$ cat config.mk
export PLATFORM = sky130hd
export DESIGN_NAME = gun_sensor_ctl_flat
export DESIGN_NICKNAME = d
export VERILOG_FILES = /design/src/rtl/gun_sensor_if.sv /design/src/rtl/gun_sensor_ctl.sv /design/src/flat_wrapper.sv
export SDC_FILE = /design/constraint.sdc
export NUM_CORES = 1
export LEC_CHECK = 0
export ABC_AREA = 1
export BUFFER_PORTS_ARGS = -buffer_cell sky130_fd_sc_hd__clkbuf_2
export CORE_ASPECT_RATIO = 0.6
export CORE_MARGIN = 2
export CORE_UTILIZATION = 45
export DETAILED_ROUTE_END_ITERATION = 7
export PLACE_DENSITY_LB_ADDON = 0.08
export SYNTH_ARGS = -nofsm -noshare
export SYNTH_HDL_FRONTEND = slang
export SYNTH_SLANG_ARGS = --single-unit
$ cat constraint.sdc
create_clock -name clk -period 1.75 [get_ports clk]
set_clock_uncertainty 0.15 [all_clocks]
set_input_delay 0 -clock clk [delete_from_list [all_inputs] [get_ports clk]]
set_output_delay 0 -clock clk [all_outputs]
set_load 0.005 [all_outputs]
$ cat src/rtl/gun_sensor_if.sv
// XADC DRP / end-of-conversion bundle between the light-gun controller and the XADC primitive.
interface gun_sensor_if;
    logic        eoc_in;
    logic [4:0]  channel_in;
    logic [15:0] do_in;
    logic        drdy_in;
    logic [6:0]  daddr_out;
    logic        den_out;
    logic        dwe_out;
    logic [15:0] di_out;

    modport master (
        input  eoc_in, channel_in, do_in, drdy_in,
        output daddr_out, den_out, dwe_out, di_out
    );

    modport slave (
        output eoc_in, channel_in, do_in, drdy_in,
        input  daddr_out, den_out, dwe_out, di_out
    );
endinterface

$ cat src/rtl/gun_sensor_ctl.sv
// Light-gun sensor controller: XADC DRP readout of per-gun photodiode samples plus trigger debounce.
// Define GUN_SENSOR_HYST_EN to use the two-threshold (hysteresis) light comparator.
module gun_sensor_ctl #(
    parameter int          N_CH      = 2,
    parameter int          AUX_BASE  = 4,
    parameter logic [11:0] THRESH_HI = 12'd2048,
    parameter logic [11:0] THRESH_LO = 12'd1536,
    parameter int          DEB_CYC   = 500000,
    parameter int          TIMEOUT   = 64
) (
    input  logic                 clk,
    input  logic                 rst_n,
    gun_sensor_if.master         drp,
    input  logic [N_CH-1:0]      trig_n,
    output logic [12*N_CH-1:0]   sample,
    output logic [N_CH-1:0]      sample_valid,
    output logic [N_CH-1:0]      light,
    output logic [N_CH-1:0]      trig_pulse,
    output logic                 drp_err
);

    localparam int          GW    = (N_CH > 1) ? $clog2(N_CH) : 1;
    localparam int          TW    = $clog2(TIMEOUT + 1);
    localparam int          CW    = $clog2(DEB_CYC + 1);
    localparam logic [4:0]  CH_LO = 5'(16 + AUX_BASE);
    localparam logic [4:0]  CH_HI = 5'(16 + AUX_BASE + N_CH - 1);

    typedef enum logic [1:0] {IDLE, READ, WAIT_RDY} state_t;

    state_t          state, next_state;
    logic [4:0]      ch_q;
    logic [GW-1:0]   gun_q;
    logic [TW-1:0]   tmo_cnt;
    logic            hit;
    logic            timed_out;
    logic [11:0]     rd_val;

    assign hit       = drp.eoc_in && (drp.channel_in >= CH_LO) && (drp.channel_in <= CH_HI);
    assign timed_out = (tmo_cnt == TW'(TIMEOUT - 1));
    assign rd_val    = drp.do_in[15:4];

    assign drp.daddr_out = {2'b00, ch_q};
    assign drp.dwe_out   = 1'b0;
    assign drp.di_out    = '0;

    // NOTE: sequential state uses non-blocking (<=) so every flop samples pre-edge values.
    always_ff @(posedge clk or negedge rst_n) begin
        if (!rst_n) state <= IDLE;
        else        state <= next_state;
    end

    // NOTE: defaults first so no path through the case leaves an output unassigned (no latches).
    always_comb begin
        next_state  = state;
        drp.den_out = 1'b0;
        case (state)
            IDLE:     if (hit) next_state = READ;
            READ: begin
                drp.den_out = 1'b1;
                next_state  = WAIT_RDY;
            end
            WAIT_RDY: if (drp.drdy_in || timed_out) next_state = IDLE;
            default:  next_state = IDLE;
        endcase
    end

    // NOTE: the sample store is a handful of registers that must read 0 in reset, so it is reset explicitly.
    always_ff @(posedge clk or negedge rst_n) begin
        if (!rst_n) begin
            ch_q         <= '0;
            gun_q        <= '0;
            tmo_cnt      <= '0;
            sample       <= '0;
            sample_valid <= '0;
            light        <= '0;
            drp_err      <= 1'b0;
        end else begin
            sample_valid <= '0;
            case (state)
                IDLE: if (hit) begin
                    ch_q  <= drp.channel_in;
                    gun_q <= GW'(drp.channel_in - CH_LO);
                end
                READ: tmo_cnt <= '0;
                WAIT_RDY: begin
                    tmo_cnt <= tmo_cnt + 1'b1;
                    if (drp.drdy_in) begin
                        for (int g = 0; g < N_CH; g++) begin
                            if (gun_q == GW'(g)) begin
                                sample[12*g +: 12] <= rd_val;
                                sample_valid[g]    <= 1'b1;
`ifdef GUN_SENSOR_HYST_EN
                                if (rd_val >= THRESH_HI)      light[g] <= 1'b1;
                                else if (rd_val < THRESH_LO)  light[g] <= 1'b0;
`else
                                light[g] <= (rd_val >= THRESH_HI);
`endif
                            end
                        end
                    end else if (timed_out) begin
                        drp_err <= 1'b1;
                    end
                end
                default: ;
            endcase
        end
    end

    // Per-gun trigger path: 2-flop synchroniser, stability counter, press-edge pulse.
    for (genvar g = 0; g < N_CH; g++) begin : g_trig
        logic          s1, s2, deb, deb_d, pulse_q;
        logic [CW-1:0] cnt;

        always_ff @(posedge clk or negedge rst_n) begin
            if (!rst_n) begin
                s1      <= 1'b1;
                s2      <= 1'b1;
                deb     <= 1'b1;
                deb_d   <= 1'b1;
                cnt     <= '0;
                pulse_q <= 1'b0;
            end else begin
                s1      <= trig_n[g];
                s2      <= s1;
                deb_d   <= deb;
                pulse_q <= deb_d && !deb;
                if (s2 == deb) begin
                    cnt <= '0;
                end else if (cnt == CW'(DEB_CYC - 1)) begin
                    deb <= s2;
                    cnt <= '0;
                end else if (cnt != CW'(DEB_CYC)) begin
                    cnt <= cnt + 1'b1;
                end
            end
        end

        assign trig_pulse[g] = pulse_q;
    end

endmodule

$ cat src/flat_wrapper.sv
// flat-port wrapper written by rule: the top's interface ports become plain ports
module gun_sensor_ctl_flat 
#(
    parameter int          N_CH      = 2,
    parameter int          AUX_BASE  = 4,
    parameter logic [11:0] THRESH_HI = 12'd2048,
    parameter logic [11:0] THRESH_LO = 12'd1536,
    parameter int          DEB_CYC   = 500000,
    parameter int          TIMEOUT   = 64
)
  (clk, rst_n, trig_n, sample, sample_valid, light, trig_pulse, drp_err, drp_eoc_in, drp_channel_in, drp_do_in, drp_drdy_in, drp_daddr_out, drp_den_out, drp_dwe_out, drp_di_out);
  gun_sensor_if drp_i ();
  input  logic clk;
  input  logic rst_n;
  input  logic [N_CH-1:0] trig_n;
  output logic [12*N_CH-1:0] sample;
  output logic [N_CH-1:0] sample_valid;
  output logic [N_CH-1:0] light;
  output logic [N_CH-1:0] trig_pulse;
  output logic drp_err;
  input wire logic [$bits(drp_i.eoc_in)-1:0] drp_eoc_in;
  input wire logic [$bits(drp_i.channel_in)-1:0] drp_channel_in;
  input wire logic [$bits(drp_i.do_in)-1:0] drp_do_in;
  input wire logic [$bits(drp_i.drdy_in)-1:0] drp_drdy_in;
  output wire logic [$bits(drp_i.daddr_out)-1:0] drp_daddr_out;
  output wire logic [$bits(drp_i.den_out)-1:0] drp_den_out;
  output wire logic [$bits(drp_i.dwe_out)-1:0] drp_dwe_out;
  output wire logic [$bits(drp_i.di_out)-1:0] drp_di_out;
  assign drp_i.eoc_in = drp_eoc_in;
  assign drp_i.channel_in = drp_channel_in;
  assign drp_i.do_in = drp_do_in;
  assign drp_i.drdy_in = drp_drdy_in;
  assign drp_daddr_out = drp_i.daddr_out;
  assign drp_den_out = drp_i.den_out;
  assign drp_dwe_out = drp_i.dwe_out;
  assign drp_di_out = drp_i.di_out;
  gun_sensor_ctl #(.N_CH(N_CH), .AUX_BASE(AUX_BASE), .THRESH_HI(THRESH_HI), .THRESH_LO(THRESH_LO), .DEB_CYC(DEB_CYC), .TIMEOUT(TIMEOUT)) u_core (.clk(clk), .rst_n(rst_n), .drp(drp_i), .trig_n(trig_n), .sample(sample), .sample_valid(sample_valid), .light(light), .trig_pulse(trig_pulse), .drp_err(drp_err));
endmodule
Yosys cells after proc, flatten, opt, wreduce, memory -nomap -nowiden
Index checks and enable logic that the tools add are counted.

word-level totals
  bits in registers = 92
  bits in latches = 0
  bits in writable memories = 0
  bits in read-only memories = 0
  input bits = 27
  output and inout port bits = 56
  word-level logic and storage cells = 77
  memories = 0

operators by class
  add/subtract/negate cells = 4
  multipliers = 0
  divide/modulo/power cells = 0
  $lt $le $gt $ge = 3
  eq/ne operators = 11
  shift operators = 0
  mux-type cells = 15
  bitwise operators = 4
  reduce and logical (&&, ||, !) cells = 18

operators with widths
  kind                                                       count
  two-way mux 19 bit                                         6
  adder 19 x 1 -> 19 bit, second input constant              2
  == test 19 bit, second input constant                      2
  != test 19 bit, second input constant                      2
  one-hot mux 7 bit (2 select lines)                         1
  greater-or-equal comparator 12 bit, second input constant  1
  AND reduction 3 bit                                        3
  two-way mux 2 bit                                          4
  AND reduction 2 bit                                        4
  adder 7 x 1 -> 7 bit, second input constant                1
  == test 7 x 6 -> 1 bit, second input constant              1
  one-hot mux 2 bit (3 select lines)                         1
  nonzero test 3 bit                                         2
  greater-or-equal comparator 5 bit, second input constant   1
  less-or-equal comparator 5 bit, second input constant      1
  logical AND 1 bit                                          4
  != test 2 x 1 -> 1 bit, second input constant              2
  NOT 1 bit                                                  4
  two-way mux 1 bit                                          3
  == test 1 bit                                              2
  == test 2 x 1 -> 1 bit, second input constant              1
  == test 2 bit, second input constant                       1
  logical NOT 1 bit                                          2
  logical NOT 2 bit                                          1
  other kinds (3)                                            3

Longest topological paths before layout
Gate-level depths: netlist (run 1).

  depth after elaboration = 5
  depth in mapped cells = 9
  mapped depth without buffers = 9

Least setup slack after synthesis (run 1)
No wires, ideal clock.

  kind = register to register
  start point = reg u_core.state[0]
  end point = reg u_core.sample[10]
  setup time = 0.126 ns
  arrival time = 1.311 ns
  required time = 1.474 ns
  setup slack = 0.164 ns
  stages on the path, launching flop included = 10
  path buffers = 2
  clock period less this slack = 1.586 ns
  path through = dfrtp_1 > inv_1 > ha_1 > buf_2 > inv_2 > nor3_4 > inv_2 > buf_2 > nand2_1 > o21ai_0

between the ends
  cells in the longest elaborated chain, start to end = 2

ends and longest elaborated chain
  what                           RTL line              RTL
  start, declared                gun_sensor_ctl.sv:30  state_t state, next_state;
  start signal, assigned         gun_sensor_ctl.sv:49  else state <= next_state;
  == test 2 bit                  gun_sensor_ctl.sv:79  case (state)
  AND reduction 3 bit (no line)  --
  end signal, assigned by index  gun_sensor_ctl.sv:90  sample[12*g +: 12] <= rd_val;
  end, declared                  gun_sensor_ctl.sv:15  output logic [12*N_CH-1:0] sample,

Every way passes these cells.
A chain may end at the register's enable or synchronous reset.

Worst setup path in the final report (run 1)
  start point = reg u_core.g_trig[0].cnt[1]
  end point = reg u_core.g_trig[0].cnt[18]

between the ends
  cells in the longest elaborated chain, start to end = 4
  elaborated cells on any way between the ends = 7
  classes of those cells = add/sub (1); eq/ne (2); mux (3); reduce/logical (1)

ends and longest elaborated chain
  what                    RTL line               RTL
  start, declared         gun_sensor_ctl.sv:112  logic [CW-1:0] cnt;
  start signal, assigned  gun_sensor_ctl.sv:133  cnt <= cnt + 1'b1;
  adder 19 x 1 -> 19 bit  gun_sensor_ctl.sv:133
  two-way mux 19 bit      gun_sensor_ctl.sv:132  end else if (cnt != CW'(DEB_CYC)) begin
  two-way mux 19 bit      gun_sensor_ctl.sv:129  end else if (cnt == CW'(DEB_CYC - 1)) begin
  two-way mux 19 bit      gun_sensor_ctl.sv:127  if (s2 == deb) begin

Parallel ways exist; a longest one is shown, timed or not. The select of a mux whose other input is x is not followed.

==> flow_summary_export.csv, run 1 <==
group,metric,value,unit
worst_setup_path,path_class,"reg2reg",
status,status,"complete, but fails checks",
clock_network,clkLatencyLatePin,0.34,ns
routing,wl,10300,um
routing,drcViolationCount,0,
place,hpwlAfterDp,7520,um
synthesis,synth_cell_types,35,
finish,final_cell_mix,"135 x nand2_1, 83 x dfrtp_1, 79 x nor2_1",
worst_setup_path,reg2reg_from,"u_core.g_trig[0].cnt[1]",
worst_setup_path,r2r_end,"u_core.g_trig[0].cnt[18]",
routing,wl_per_cell,12.9,um
job,cap_violations,0,
place,placement.cell_area,0.00505,sq mm
place,numPortBuffers,59,
die,start_util,0.466,
die,die_h,82.5,um
finish,diodes,0,
global_routing,grt_pass1_wl,17300,um
global_routing,overflow,0,
finish,synthToLayoutAreaGrowth,21.8,%
finish,drive_gt1_frac,0.193,
worst_setup_path,cp_max_fo,6,
die,dieArea,0.0111,sq mm
synthesis,ys_ff_latch,91,
status,violations,"hold timing",
finish,mostFrequentLayoutCell,"nand2_1",
timing,rsz0062_at_grt,"yes",
timing,post-route-worst-setup-slack,0.0574,ns
power,vdd_drop_max,546,uV
die,fp-row-count,28,
die,ios,83,
clock_network,cts_tree,"yes",
clock_network,cts.sinks,91,
die,coreArea,0.00991,sq mm
clock_network,htree_levels,3,
clock_network,cts_root_buffer,"clkbuf_16",
global_routing,grt_pass1_vias,3595,
timing,slew_viol_final,0,
routing,vias_per_cell,4.83,
routing,drt_iter0_markers,265,
global_routing,grt_max_degree,37,
worst_setup_path,rr_worst_depth,6,
synthesis,yosysWarningCount,0,
hold_path,hold_class,"in2async",
worst_setup_path,cp-start-kind,"flop",
routing,dr_total_vias,3861,
synthesis,synth_seq_area_share,0.496,
synthesis,mappedNetlistArea,0.00462,sq mm
routing,ant_nets,0,
power,power_density,1020,mW/mm^2
timing,setup_viol_count_final,0,
routing,firstDrtPassIters,4,
clock_network,path_clk_slew,0.06,ns
place,dp_slack,0.0819,ns
worst_setup_path,endpoint_kind,"flop",
clock_network,clock_path_buffers,2,
synthesis,syn-mean-instance-area,8.13,sq um
finish,post-route-cell-area,0.00562,sq mm
timing,fmax,591,MHz
power,p_leak,2.75,nW
timing,period_minus_slack,1.69,ns
timing,finalCritPeriodShare,0.967,
worst_setup_path,rrSetupSlack,0.06,ns
die,die_width,135,um
finish,nets,695,
synthesis,syn_inst,568,
global_routing,grt_antenna_before_repair,0,
timing,hold_ws,-0.00570,ns
clock_network,cts_made_buffers,9,
place,gp_congestion,0.866,
worst_setup_path,cp.arrival,1.76,ns
worst_setup_path,cp_data_required_time,1.82,ns
global_routing,grt_util_all_layers,0.201,
timing,hold_viol,5,
## cell usage after synthesis, drive strengths merged
cell type  instances  area, sq um
clkbuf             4         15.0
a21oi              9         45.0
nand3             46          235
nand3b             1         7.51
conb               1         3.75
and2               3         18.8
nor2              90          388
o22ai              1         6.26
dfstp              8          210
a31oi              1         6.26
o21ai             27          135
ha                 8          100
nand4             15         93.8
xnor2              3         33.8
dfrtp             83         2080
xor2              12          105
nand2            142          556
nor3              11         71.3
o21a               2         15.0
inv               67          251
nor3b              1         7.51
or2                3         18.8
o21bai             4         30.0
buf               26          185
## cell type report
| class | count | area [sq um] |
|---|---|---|
| fill | 903 | 4290 |
| sequential | 91 | 2290 |
| multi-input combinational | 398 | 1980 |
| timing repair buffer | 93 | 633 |
| inverter | 67 | 256 |
| clock buffer | 11 | 243 |
| tap | 135 | 169 |
| clock inverter | 4 | 51.3 |
## where the power goes
part           switching (mW)  internal [mW]  total (mW)  leakage, nW
Clock                   0.760           1.14        1.90        0.142
Sequential              0.218           2.43        2.65         1.20
Combinational           0.673          0.533        1.21         1.41
## worst max path at each step
stage | start | to | slack (ns) | cells past startpoint
2_1_floorplan | u_core.state[0] | u_core.sample[10] | 0.16 | 9
3_3_place_gp | u_core.state[0] | u_core.tmo_cnt[6] | 0.13 | 7
3_5_place_dp | u_core.g_trig[0].cnt[1] | u_core.g_trig[0].cnt[16] | 0.08 | 6
4_1_cts | drp_channel_in[1] | u_core.state[1] | 0.04 | 9
5_1_grt | u_core.g_trig[0].cnt[13] | u_core.g_trig[0].cnt[16] | -0.05 | 7
6_report | u_core.g_trig[0].cnt[1] | u_core.g_trig[0].cnt[18] | 0.06 | 6
## sequential cells by signal, summed over array words and instances (netlist names)
register and flops:
u_core.g_trig.pulse_q 2, u_core.g_trig.deb_d 2, u_core.tmo_cnt 7, u_core.state 2, u_core.g_trig.deb 2, u_core.g_trig.s1 2
u_core.g_trig.cnt 38, u_core.drp_err 1, u_core.ch_q 5, u_core.sample_valid 2, u_core.g_trig.s2 2, u_core.sample 24
u_core.light 2
## through the flow
step	instances	hold slack, ns	setup TNS, ns	power, mW	util
2_1_floorplan	586	-0.446	0	3.26	-
5_1_grt	799	0.0254	-0.269	6.10	0.567
6_report	799	-0.00570	0	5.75	0.567
4_1_cts	798	0.00893	0	5.76	0.562
3_5_place_dp	760	-0.170	0	3.78	0.509
3_3_place_gp	760	-0.174	0	3.74	0.509
## worst max-delay path, stage by stage, from the launching register on
cell and delay, ns:
dfrtp_1 0.36, ha_2 0.22, nand2_2 0.09, nor3_1 0.22, nand3_1 0.30, nand3_1 0.19
nor2_1 0.05
## routing by layer
layer | vias up | share of wire | track usage
met5 | - | 0 | 0
met4 | 0 | 0.0081 | 0.0663
met3 | 8 | 0.054 | 0.0556
met2 | 112 | 0.42 | 0.293
met1 | 1806 | 0.52 | 0.291
li1 | 1935 | - | -
## what timing repair did
| item | CTS | global route |
|---|---|---|
| endpoints found under the hold margin | 122 | 0 |
| gates resized for setup | 0 | 12 |
| hold buffers | 23 | 0 |
| buffers inserted | 0 | 2 |
| endpoints found under the setup margin | 0 | 32 |
## cell families after synthesis
| group | count (synthesis) | share of synthesized area |
|---|---|---|
| DFF | 91 | 0.496 |
| other | 1 | 0.000812 |
| AOI/OAI and AO/OA | 44 | 0.0515 |
| and+or+nand+nor | 312 | 0.303 |
| adders and majority gates | 8 | 0.0217 |
| xor gates and xnor gates | 15 | 0.0301 |
| buffers and inverters | 97 | 0.0979 |
Note: power is estimated with default switching activity, not from simulation.
==> run 2: changes to the inputs <==
--- a/config.mk
+++ b/config.mk
@@ -9,7 +9,8 @@
 export BUFFER_PORTS_ARGS = -buffer_cell sky130_fd_sc_hd__clkbuf_2
 export CORE_ASPECT_RATIO = 0.6
 export CORE_MARGIN = 2
-export CORE_UTILIZATION = 45
+export CORE_UTILIZATION = 35
+export CTS_CLUSTER_DIAMETER = 150
 export DETAILED_ROUTE_END_ITERATION = 7
 export PLACE_DENSITY_LB_ADDON = 0.08
 export SYNTH_ARGS = -nofsm -noshare
==> run 2 against run 1 <==
  * The run now ends clean
  * Worst hold slack gained 0.035 ns
  * Critical path depth rose by 2
  * Sequential cell count unchanged
  * Global-route usage decreased by 4.1 points
  * Via count is 0.52% lower
  * Setup slack better by 0.040 ns
  * Sequential share of layout area down 0.66 points
  * Sequential power barely moved
  * Utilization down 12 points
  * Highest routed layer unchanged
==> flow_summary_export.csv, run 2 (same netlist as run 1, synthesis figures left out) <==
group,metric,value,unit
worst_setup_path,critPathLaunch,"u_core.g_trig[0].cnt[0]",
global_routing,overflow,0,
die,die_width,152,um
routing,wl,10700,um
finish,mostFrequentLayoutCell,"nand2_1",
die,dieArea,0.0142,sq mm
worst_setup_path,reg2reg_from,"u_core.g_trig[0].cnt[0]",
worst_setup_path,cp_max_fo,7,
place,dp_slack,0.0981,ns
die,coreArea,0.0129,sq mm
timing,slew_viol_final,0,
finish,largest-register,"u_core.g_trig.cnt",
timing,hold_ws,0.0297,ns
timing,setup_viol_count_final,0,
place,numPortBuffers,59,
hold_path,hold_class,"in2async",
timing,worstMarginPinSlew,0.544,ns
clock_network,cts.sinks,91,
routing,wl_per_cell,12.7,um
worst_setup_path,rrSetupSlack,0.1,ns
worst_setup_path,cp-start-kind,"flop",
timing,rsz0062_at_grt,"yes",
die,start_util,0.359,
clock_network,clock_path_buffers,2,
clock_network,cts_root_buffer,"clkbuf_16",
worst_setup_path,cp_data_required_time,1.85,ns
worst_setup_path,path_class,"reg2reg",
clock_network,htree_levels,3,
die,fp-row-count,32,
clock_network,clkLatencyLatePin,0.35,ns
finish,largest_reg_flops,38,
global_routing,grt_pass1_vias,3659,
place,hpwlAfterDp,7800,um
routing,ant_nets,0,
place,gp_congestion,0.803,
job,cap_violations,0,
timing,period_minus_slack,1.65,ns
routing,drcViolationCount,0,
die,die_h,93.0,um
worst_setup_path,r2r_end,"u_core.g_trig[0].cnt[18]",
worst_setup_path,cp.arrival,1.75,ns
power,p_total,5.72,mW
die,ios,83,
worst_setup_path,endpoint_kind,"flop",
global_routing,grt_antenna_before_repair,0,
finish,synthToLayoutAreaGrowth,23.8,%
place,placement.cell_area,0.00513,sq mm
status,status,"complete, no violations",
finish,nets,701,
timing,hold_viol,0,
finish,largest_registers,"u_core.g_trig.cnt (38), u_core.sample (24), u_core.tmo_cnt (7)",
timing,finalSetupTns,0,ns
timing,relSlewSlack,0.636,
timing,post-route-worst-setup-slack,0.0975,ns
timing,fmax,605,MHz
worst_setup_path,rr_worst_depth,8,
finish,n_fill_cell,1308,
finish,final_cell_mix,"135 x nand2_1, 83 x dfrtp_1, 79 x nor2_1",
clock_network,cts_made_buffers,9,
routing,drt_iter0_markers,206,
finish,fin_cells,841,
global_routing,grt_max_degree,40,
finish,post-route-util,0.445,
finish,post-route-cell-area,0.00571,sq mm
timing,finalCritPeriodShare,0.944,
worst_setup_path,worstSetupEndpoint,"u_core.g_trig[0].cnt[18]",
clock_network,path_clk_slew,0.08,ns
power,p_leak,2.77,nW
power,vdd_drop_max,450,uV
routing,dr_total_vias,3841,
finish,drive_gt1_frac,0.206,
place,dp_cells,800,
routing,firstDrtPassIters,4,
global_routing,grt_pass1_wl,18100,um
power,power_density,1000,mW/mm^2
finish,diodes,0,
global_routing,grt_util_all_layers,0.160,
clock_network,cts_tree,"yes",
routing,vias_per_cell,4.57,
==> run 2: cell count changes in the layout (fill, tap and decap cells not counted), moves of 2 or more <==
cell,before,now
buf_4,11,16
inv_8,0,2
nor3_2,1,3
nand3_1,44,42
nand3_2,2,4
==> run 2: what timing repair did <==
action	in CTS	in global routing
gates resized for setup	0	12
endpoints found under the hold margin	127	0
hold buffers	23	0
endpoints found under the setup margin	0	28
setup buffers	0	2
==> run 2: worst min path at each step <==
stage	end	slack, ns	cells past startpoint
floorplan	u_core.ch_q[0]	-0.45	0
global placement	u_core.sample[17]	-0.27	1
detailed placement	u_core.sample[17]	-0.27	1
CTS	u_core.g_trig[1].s1	0.02	2
global route	u_core.g_trig[1].s1	0.04	2
finish	u_core.g_trig[1].s1	0.03	2
==> run 2: critical path, cell delays in order (launching register included) <==
cell and delay, ns:
dfrtp_1 0.38, ha_2 0.20, nand2_2 0.09, nor2_4 0.17, nand2_4 0.08, nor2_4 0.23, nand3_1 0.10, nand3_1 0.09
nor2_1 0.04
==> run 2: report_power, final <==
part	internal, mW	switching [mW]
clock network	1.00	0.926
logic	0.509	0.642
registers	2.43	0.209
total	3.94	1.78
==> run 2: layout make-up <==
class / instances / area [sq um] / area share
flip-flops and latches: 91 / 2290 / 0.400
multi-input cells: 398 / 1980 / 0.347
repair buffers: 99 / 681 / 0.119
inverters: 67 / 254 / 0.0445
clock buffers: 9 / 225 / 0.0394
well taps: 170 / 213 / 0.0372
clock inverters: 7 / 71.3 / 0.0125
==> run 2: metal layers <==
metal	up-vias	wire, um	track usage
met1	1816	5800	0.239
met3	11	409	0.0393
met4	0	133	0.0491
li1	1951	-	-
met5	-	0	0
met2	63	4350	0.227
